### src/rtl/ucode_decode_stage.sv
// rtl/ucode_decode_stage.sv - registered micro-instruction decode stage with busy scoreboard
module ucode_decode_stage #(
    parameter int TYPE_W = 3,
    parameter int REG_W  = 5,
    parameter int IMM_W  = 8,
    parameter int BR_W   = 8,
    parameter int ARGS_W = 10,
    parameter int CNT_W  = 16,
    localparam int MINST_W = TYPE_W + 2*REG_W + IMM_W + BR_W + ARGS_W,
    localparam int NREGS   = 2**REG_W
) (
    input  logic                 clk,
    input  logic                 rst,
    input  logic                 in_valid,
    output logic                 in_ready,
    input  logic [MINST_W-1:0]   in_minstr,
    input  logic                 flush,
    output logic                 out_valid,
    input  logic                 out_ready,
    output logic [TYPE_W-1:0]    out_type,
    output logic [REG_W-1:0]     out_src,
    output logic [REG_W-1:0]     out_dst,
    output logic [IMM_W-1:0]     out_imm,
    output logic [BR_W-1:0]      out_br_target,
    output logic                 out_alu_en_a,
    output logic                 out_alu_en_b,
    output logic [2:0]           out_alu_op,
    output logic                 out_rf_en,
    output logic                 out_rf_rw,
    output logic                 out_imm_active,
    output logic                 out_is_branch,
    input  logic                 wb_valid,
    input  logic [REG_W-1:0]     wb_reg,
    output logic [NREGS-1:0]     busy_vec,
    output logic [CNT_W-1:0]     stall_cnt
);

    localparam int BR_LO   = ARGS_W;
    localparam int IMM_LO  = BR_LO + BR_W;
    localparam int DST_LO  = IMM_LO + IMM_W;
    localparam int SRC_LO  = DST_LO + REG_W;
    localparam int TYPE_LO = SRC_LO + REG_W;

    // Field slicing of the incoming word
    logic [TYPE_W-1:0] in_type;
    logic [REG_W-1:0]  in_src;
    logic [REG_W-1:0]  in_dst;
    logic [IMM_W-1:0]  in_imm;
    logic [BR_W-1:0]   in_br;
    logic [ARGS_W-1:0] in_args;

    assign in_type = in_minstr[TYPE_LO +: TYPE_W];
    assign in_src  = in_minstr[SRC_LO  +: REG_W];
    assign in_dst  = in_minstr[DST_LO  +: REG_W];
    assign in_imm  = in_minstr[IMM_LO  +: IMM_W];
    assign in_br   = in_minstr[BR_LO   +: BR_W];
    assign in_args = in_minstr[ARGS_W-1:0];

    logic unused_args;
    assign unused_args = ^in_args;

    logic reads_src;
    logic writes_dst;
    logic in_imm_active;
    logic in_is_branch;
    logic hazard;
    logic accept;

    // Registered state
    logic               valid_q,      valid_d;
    logic [TYPE_W-1:0]  type_q,       type_d;
    logic [REG_W-1:0]   src_q,        src_d;
    logic [REG_W-1:0]   dst_q,        dst_d;
    logic [IMM_W-1:0]   imm_q,        imm_d;
    logic [BR_W-1:0]    br_q,         br_d;
    logic               alu_en_a_q,   alu_en_a_d;
    logic               alu_en_b_q,   alu_en_b_d;
    logic [2:0]         alu_op_q,     alu_op_d;
    logic               rf_en_q,      rf_en_d;
    logic               rf_rw_q,      rf_rw_d;
    logic               imm_active_q, imm_active_d;
    logic               is_branch_q,  is_branch_d;
    logic [NREGS-1:0]   busy_q,       busy_d;
    logic [CNT_W-1:0]   stall_q,      stall_d;

    assign reads_src     = (in_type != TYPE_W'(4));
    assign writes_dst    = in_args[4] & in_args[5];
    assign in_imm_active = (in_type == TYPE_W'(1)) || (in_type == TYPE_W'(2)) ||
                           (in_type == TYPE_W'(3));
    assign in_is_branch  = (in_type == TYPE_W'(3)) || (in_type == TYPE_W'(4));

    // No wb bypass: a clear only becomes visible to the hazard check next cycle
    assign hazard   = in_valid & ((reads_src & busy_q[in_src]) | (writes_dst & busy_q[in_dst]));
    assign in_ready = (!valid_q || out_ready) && !hazard && !flush;
    assign accept   = in_valid && in_ready;

    always_comb begin
        valid_d      = valid_q;
        type_d       = type_q;
        src_d        = src_q;
        dst_d        = dst_q;
        imm_d        = imm_q;
        br_d         = br_q;
        alu_en_a_d   = alu_en_a_q;
        alu_en_b_d   = alu_en_b_q;
        alu_op_d     = alu_op_q;
        rf_en_d      = rf_en_q;
        rf_rw_d      = rf_rw_q;
        imm_active_d = imm_active_q;
        is_branch_d  = is_branch_q;
        busy_d       = busy_q;
        stall_d      = stall_q;

        if (flush) begin
            valid_d = 1'b0;
        end else if (accept) begin
            valid_d      = 1'b1;
            type_d       = in_type;
            src_d        = in_src;
            dst_d        = in_dst;
            imm_d        = in_imm;
            br_d         = in_br;
            alu_en_a_d   = in_args[0];
            alu_en_b_d   = in_args[8];
            alu_op_d     = in_args[3:1];
            rf_en_d      = in_args[4];
            rf_rw_d      = in_args[5];
            imm_active_d = in_imm_active;
            is_branch_d  = in_is_branch;
        end else if (out_ready) begin
            valid_d = 1'b0;
        end

        // Set is applied after clear so a same-register collision leaves it busy
        if (wb_valid) begin
            busy_d[wb_reg] = 1'b0;
        end
        if (accept && writes_dst) begin
            busy_d[in_dst] = 1'b1;
        end

        if (hazard && !flush && (stall_q != {CNT_W{1'b1}})) begin
            stall_d = stall_q + CNT_W'(1);
        end
    end

    always_ff @(posedge clk) begin
        if (rst) begin
            valid_q      <= 1'b0;
            type_q       <= '0;
            src_q        <= '0;
            dst_q        <= '0;
            imm_q        <= '0;
            br_q         <= '0;
            alu_en_a_q   <= 1'b0;
            alu_en_b_q   <= 1'b0;
            alu_op_q     <= '0;
            rf_en_q      <= 1'b0;
            rf_rw_q      <= 1'b0;
            imm_active_q <= 1'b0;
            is_branch_q  <= 1'b0;
            busy_q       <= '0;
            stall_q      <= '0;
        end else begin
            valid_q      <= valid_d;
            type_q       <= type_d;
            src_q        <= src_d;
            dst_q        <= dst_d;
            imm_q        <= imm_d;
            br_q         <= br_d;
            alu_en_a_q   <= alu_en_a_d;
            alu_en_b_q   <= alu_en_b_d;
            alu_op_q     <= alu_op_d;
            rf_en_q      <= rf_en_d;
            rf_rw_q      <= rf_rw_d;
            imm_active_q <= imm_active_d;
            is_branch_q  <= is_branch_d;
            busy_q       <= busy_d;
            stall_q      <= stall_d;
        end
    end

    assign out_valid      = valid_q;
    assign out_type       = type_q;
    assign out_src        = src_q;
    assign out_dst        = dst_q;
    assign out_imm        = imm_q;
    assign out_br_target  = br_q;
    assign out_alu_en_a   = alu_en_a_q;
    assign out_alu_en_b   = alu_en_b_q;
    assign out_alu_op     = alu_op_q;
    assign out_rf_en      = rf_en_q;
    assign out_rf_rw      = rf_rw_q;
    assign out_imm_active = imm_active_q;
    assign out_is_branch  = is_branch_q;
    assign busy_vec       = busy_q;
    assign stall_cnt      = stall_q;

endmodule

### config.mk
export PLATFORM = sky130hd
export DESIGN_NAME = ucode_decode_stage
export DESIGN_NICKNAME = d
export VERILOG_FILES = /design/src/rtl/ucode_decode_stage.sv
export SDC_FILE = /design/constraint.sdc
export NUM_CORES = 1
export LEC_CHECK = 0
export CAP_MARGIN = 20
export CORE_ASPECT_RATIO = 0.7
export CORE_UTILIZATION = 46
export DETAILED_ROUTE_END_ITERATION = 8
export PLACE_DENSITY = 0.89
export SLEW_MARGIN = 20
export SYNTH_ARGS = -nofsm -noshare
export SYNTH_HDL_FRONTEND = slang
export SYNTH_SLANG_ARGS = --single-unit
### constraint.sdc
create_clock -name clk -period 3.6 [get_ports clk]
set_input_delay 0.72 -clock clk [delete_from_list [all_inputs] [get_ports clk]]
set_output_delay 0.72 -clock clk [all_outputs]
set_load 0.01 [all_outputs]
* Yosys cells after proc, flatten, opt, wreduce, memory -nomap -nowiden
Cells that the tools add are included.
Word-level totals: flip-flop bits (word level) 87, word-level logic and storage cells 66
Operators by class: bitwise gates (word level) 9, add/sub/neg operators 1, reductions and logical operators 18, eq/ne operators 6, magnitude comparators 5, mux-type cells 12
Operators with widths (count):
- 2-to-1 mux 32 bit | 2
- AND 32 bit | 1
- inverter 32 bit | 1
- OR 32 bit | 1
- less-than comparator 5 x 6 -> 1 bit (second input constant) | 3
- adder 16 x 1 -> 16 bit (second input constant) | 1
- inequality test 16 bit (second input constant) | 1
- binary-select mux 1 bit (select 5 bit) | 2
- demux 1 bit (select 5 bit) | 2
- greater-or-equal comparator 5 x 1 -> 1 bit (second input constant) | 2
- logical AND 1 bit | 8
- == test 3 x 2 -> 1 bit (second input constant) | 2
- 2-to-1 mux 1 bit | 6
- AND 1 bit | 4
- logical OR 1 bit | 4
- == test 3 x 1 -> 1 bit (second input constant) | 1
- == test 3 bit (second input constant) | 1
- zero test 1 bit | 3
- inequality test 3 bit (second input constant) | 1
- AND reduction 2 bit | 1
- nonzero test 2 bit | 1
- OR reduction 2 bit | 1
- inverter 1 bit | 1
- OR 1 bit | 1

* Depth between registers and ports, before layout
Gate-level depths: netlist of run 1.
word-level depth 11, mapped depth 12, mapped depth without buffers 8

* Worst setup path before layout of run 1
Ideal clock, no wire load.
kind in2out, from input port in_minstr[31], to output port in_ready, buffers on the path 2, path slack 0.810 ns, arrival time 2.070 ns, data required time 2.880 ns, cell stages on the path 9, cells stage by stage buf_2 -> buf_4 -> mux2i_1 -> a22oi_1 -> nand3_1 -> nand4_1 -> and2_1 -> o21ai_0 -> and3b_1
Between the ends: cells in the longest elaborated chain, start to end 8
RTL lines:
- start: declaration | RTL line 16 | input logic [MINST_W-1:0] in_minstr,
- binary-select mux 1 bit (select 5 bit) | RTL line 93 | assign hazard = in_valid & ((reads_src & busy_q[in_src]) | (writes_dst & busy_q[in_dst]));
- 2-to-1 mux 1 bit (not written as such) | RTL line 93
- AND 1 bit | RTL line 93
- OR 1 bit | RTL line 93
- AND 1 bit | RTL line 93
- zero test 1 bit | RTL line 94 | assign in_ready = (!valid_q || out_ready) && !hazard && !flush;
- logical AND 1 bit (2 in series) | RTL line 94
- end: declaration | RTL line 15 | output logic in_ready,
Every way passes these cells. The select of a mux whose other input is x is not followed.

* Final worst setup path of run 1
from input port in_minstr[28], to output port in_ready
Same word-level chain as after synthesis.

==> flow_summary.json, run 1 <==
{
  "setup_tns_ps": 0,
  "cts_root_buffer": "clkbuf_16",
  "htree_levels": 3,
  "synth_top_family_by_area": "simple AND/OR/NAND/NOR gates",
  "total_power_uw": 2390,
  "fin_worst_skew_ps": 5.49,
  "synth-compound-area-share_pct": 16.7,
  "synth_ff_type": "dfxtp_1",
  "slew_headroom_pct": 29.7,
  "grt_pass1_vias": 4292,
  "grt_max_degree": 59,
  "synthCells": 472,
  "end_kind": "primary output",
  "num_vias": 4522,
  "tightest_slew_ps": 1050,
  "async_reset_ff_share_pct": 0,
  "via_per_inst": 6.12,
  "core_area_sq_mm": 0.00872,
  "rsz0062_at_grt": "false",
  "setup_viol": 0,
  "synthXorXnorAreaFrac_pct": 0,
  "pre_cts_slack_ps": -268,
  "ant_nets": 0,
  "final_area_sq_mm": 0.00626,
  "muxShareOfSynthArea_pct": 16.2,
  "max_freq_mhz": 285,
  "status": "finished clean",
  "synth_top_cell_by_area": "dfxtp_1",
  "hp-class": "reg -> reg",
  "drv_slew": 0,
  "clk-insertion-delay-late_ps": 340,
  "drt_wl_total_um": 14200,
  "cp-startpoint": "in_minstr[28]",
  "path_class": "in -> out",
  "ys_seq_area_share_pct": 40.9,
  "cp.required_ps": 2880,
  "r2r_cells": 9,
  "place.gp.congestion": 0.968,
  "finalWorstSetupSlack_ps": 87.3,
  "path_buf_inv": 3,
  "synth_top_area_share_pct": 40.9,
  "max_stage_delay_ps": 530,
  "cp-endpoint": "in_ready",
  "first_pass_iters": 5,
  "drive_gt1_share_pct": 10.5,
  "grt-ovfl-total": 0,
  "synth.avg_cell_area_sq_um": 9.02,
  "worstSetupPathDepth": 9,
  "r2r-end": "busy_vec[30]$_SDFF_PP0_",
  "drt_iter0_markers": 440,
  "die_x_um": 117,
  "setup.worst_path.start_class": "primary input",
  "ctsHoldBuffers": 0,
  "min_period_ps": 3510,
  "drc": 0,
  "synth_seq_cells": 87,
  "fp.dieArea_sq_mm": 0.00965,
  "path_cells": "dlygate4sd2_1, buf_4, nor2b_2, a221oi_1, a22oi_1, a31oi_2, o21ai_0, and3b_1, clkdlybuf4s50_1",
  "power.leakage_uw": 0.00218,
  "timing.rr.start": "busy_vec[16]$_SDFF_PP0_",
  "diodes": 0,
  "syn_area_sq_mm": 0.00426,
  "slowest_stage": "clkdlybuf4s50_1",
  "clockBufferDepth": 2,
  "maxCapViolCount": 0,
  "path_max_fanout": 5,
  "synth_fp_nets": 523,
  "antenna_found_initial": 0,
  "synth_warnings": 0,
  "ys_types": 48,
  "io_pins": 138,
  "nets": 665,
  "hold_viol_final": 0,
  "multi_input_area_sq_mm": 0.00240,
  "peakVddDrop_v": 0.000330,
  "cts_tree": "done",
  "cts_setup_buffers": 0,
  "finalCritPeriodShare_pct": 97.6,
  "place_hpwl_um": 10100,
  "seqCellArea_sq_mm": 0.00174,
  "track_usage_pct": 30.1,
  "cts_buffers": 9,
  "final_util_pct": 71.7,
  "cts_sinks": 87,
  "clk_pin_slew_ps": 60,
  "port_buffers": 134,
  "placed_area_sq_mm": 0.00584,
  "synth.area.top_cells": "dfxtp_1, mux2i_1, o31ai_1",
  "die_h_um": 82.5,
  "synthAdderAreaFrac_pct": 0.294,
  "avgRoutedWirePerCell_um": 19.2,
  "area_growth_pct": 47.0,
  "synth_simple_gate_area_share_pct": 22.1,
  "rows": 28,
  "p_per_area_mw_per_mm2": 381,
  "cp.arrival_ps": 2790,
  "cp_top_family": "buffers and inverters",
  "synth_enable_flop_cells": 0,
  "fillers": 627,
  "grt_pass1_wl_um": 21900,
  "rrSetupSlack_ps": 990,
  "start_util_pct": 48.8
}
[power by group]
group | internal (uW) | leakage [uW] | total [uW] | switching (uW)
Clock | 666 | 0.000165 | 1050 | 380
Sequential | 987 | 0.000704 | 1000 | 16.7
Combinational | 170 | 0.00131 | 337 | 167
[worst min-delay path by stage]
stage,from,end,slack [ps],cells after the start
floorplan,out_imm_active$_SDFFE_PP0P_,out_imm_active$_SDFFE_PP0P_,490,2
global placement,out_imm[3]$_SDFFE_PP0P_,out_imm[3]$_SDFFE_PP0P_,470,2
detailed placement,out_src[0]$_SDFFE_PP0P_,out_src[0]$_SDFFE_PP0P_,480,2
CTS,out_src[0]$_SDFFE_PP0P_,out_src[0]$_SDFFE_PP0P_,490,2
global route,out_imm_active$_SDFFE_PP0P_,out_imm_active$_SDFFE_PP0P_,510,2
finish,out_src[0]$_SDFFE_PP0P_,out_src[0]$_SDFFE_PP0P_,490,2
[worst register-to-register path, cell delays in order (launching register included)]
cell and delay, ps:
dfxtp_1 380, nor2b_1 170, a2111oi_2 330, a221oi_1 80
a22oi_1 270, a31oi_2 160, buf_4 170, or3_1 420
buf_12 200, o31ai_1 310
[routing by layer]
layer  GRT usage, %  part of all wire, %  up-vias
met5              0                    0        -
met4           12.2                  2.5        0
met3           11.7                   11       35
met2           46.6                   45      271
li1               -                    -     2058
met1           37.8                   41     2158
[cell type report]
| class | count | share of cell area [%] |
|---|---|---|
| Clock buffer | 12 | 4.26 |
| Clock inverter | 4 | 1.22 |
| Inverter | 4 | 0.240 |
| Multi-Input combinational cell | 350 | 38.4 |
| Sequential cell | 87 | 27.8 |
| Tap cell | 120 | 2.40 |
| Timing Repair Buffer | 162 | 25.6 |
[logic make-up after synthesis]
kind of cell	count (synthesis)
and+or+nand+nor	184
AOI/OAI and AO/OA	99
DFF	87
muxes	66
buffers and inverters	35
adders and majority gates	1
[state kept, by name (all words and copies together) (netlist names), 3 cells and up]
| register | flops |
|---|---|
| busy_vec | 32 |
| out_dst | 5 |
| out_type | 3 |
| out_br_target | 8 |
| out_alu_op | 3 |
| out_imm | 8 |
| out_src | 5 |
| stall_cnt | 16 |
[repair_timing]
| action | 4_1_cts | 5_1_grt |
|---|---|---|
| pin swaps | 2 | 2 |
| resized for setup | 21 | 7 |
| endpoints found under the setup margin | 1 | 1 |
| cloned | 1 | 0 |
[cell usage after synthesis, types with 4 or more instances]
cell type  count
nor3b_1        4
mux2i_1       62
clkbuf_1      17
o211ai_1      16
nand3b_1       7
a21oi_1       15
nand4_1        9
a22oi_1        5
nor2b_1       11
nor2_1        48
or4_1          9
dfxtp_1       87
o31ai_1       41
or3_1          5
buf_4          6
buf_2          7
nand3_1       33
nand2_1       37
[through the flow]
stage	hold WS, ps	instances
after floorplan	492	472
after global placement	472	722
after detailed placement	478	722
after CTS	494	739
after global routing	514	739
final	489	739
[placed cells by master (no fill, tap or decap), types with 4 or more instances in the layout]
cell	synthesis	routed
clkdlybuf4s50_1	0	125
dfxtp_1	87	87
mux2i_1	62	58
nor2_1	48	47
o31ai_1	41	41
nand2_1	37	37
nand3_1	33	33
buf_4	6	22
o211ai_1	16	16
a21oi_1	15	15
nor2b_1	11	9
nand4_1	9	9
or4_1	9	9
clkbuf_16	0	9
nand3b_1	7	7
a22oi_1	5	5
or3_1	5	5
dlygate4sd2_1	0	5
mux2i_2	0	4
nor3b_1	4	4
No activity file was read; power rests on OpenSTA's default activity.
==> run 2: changes to the inputs <==
Settings changed: SKIP_LAST_GASP from default to 1.
==> results of run 2 <==
The final DEF is identical to that of run 1; final timing and power are the same.
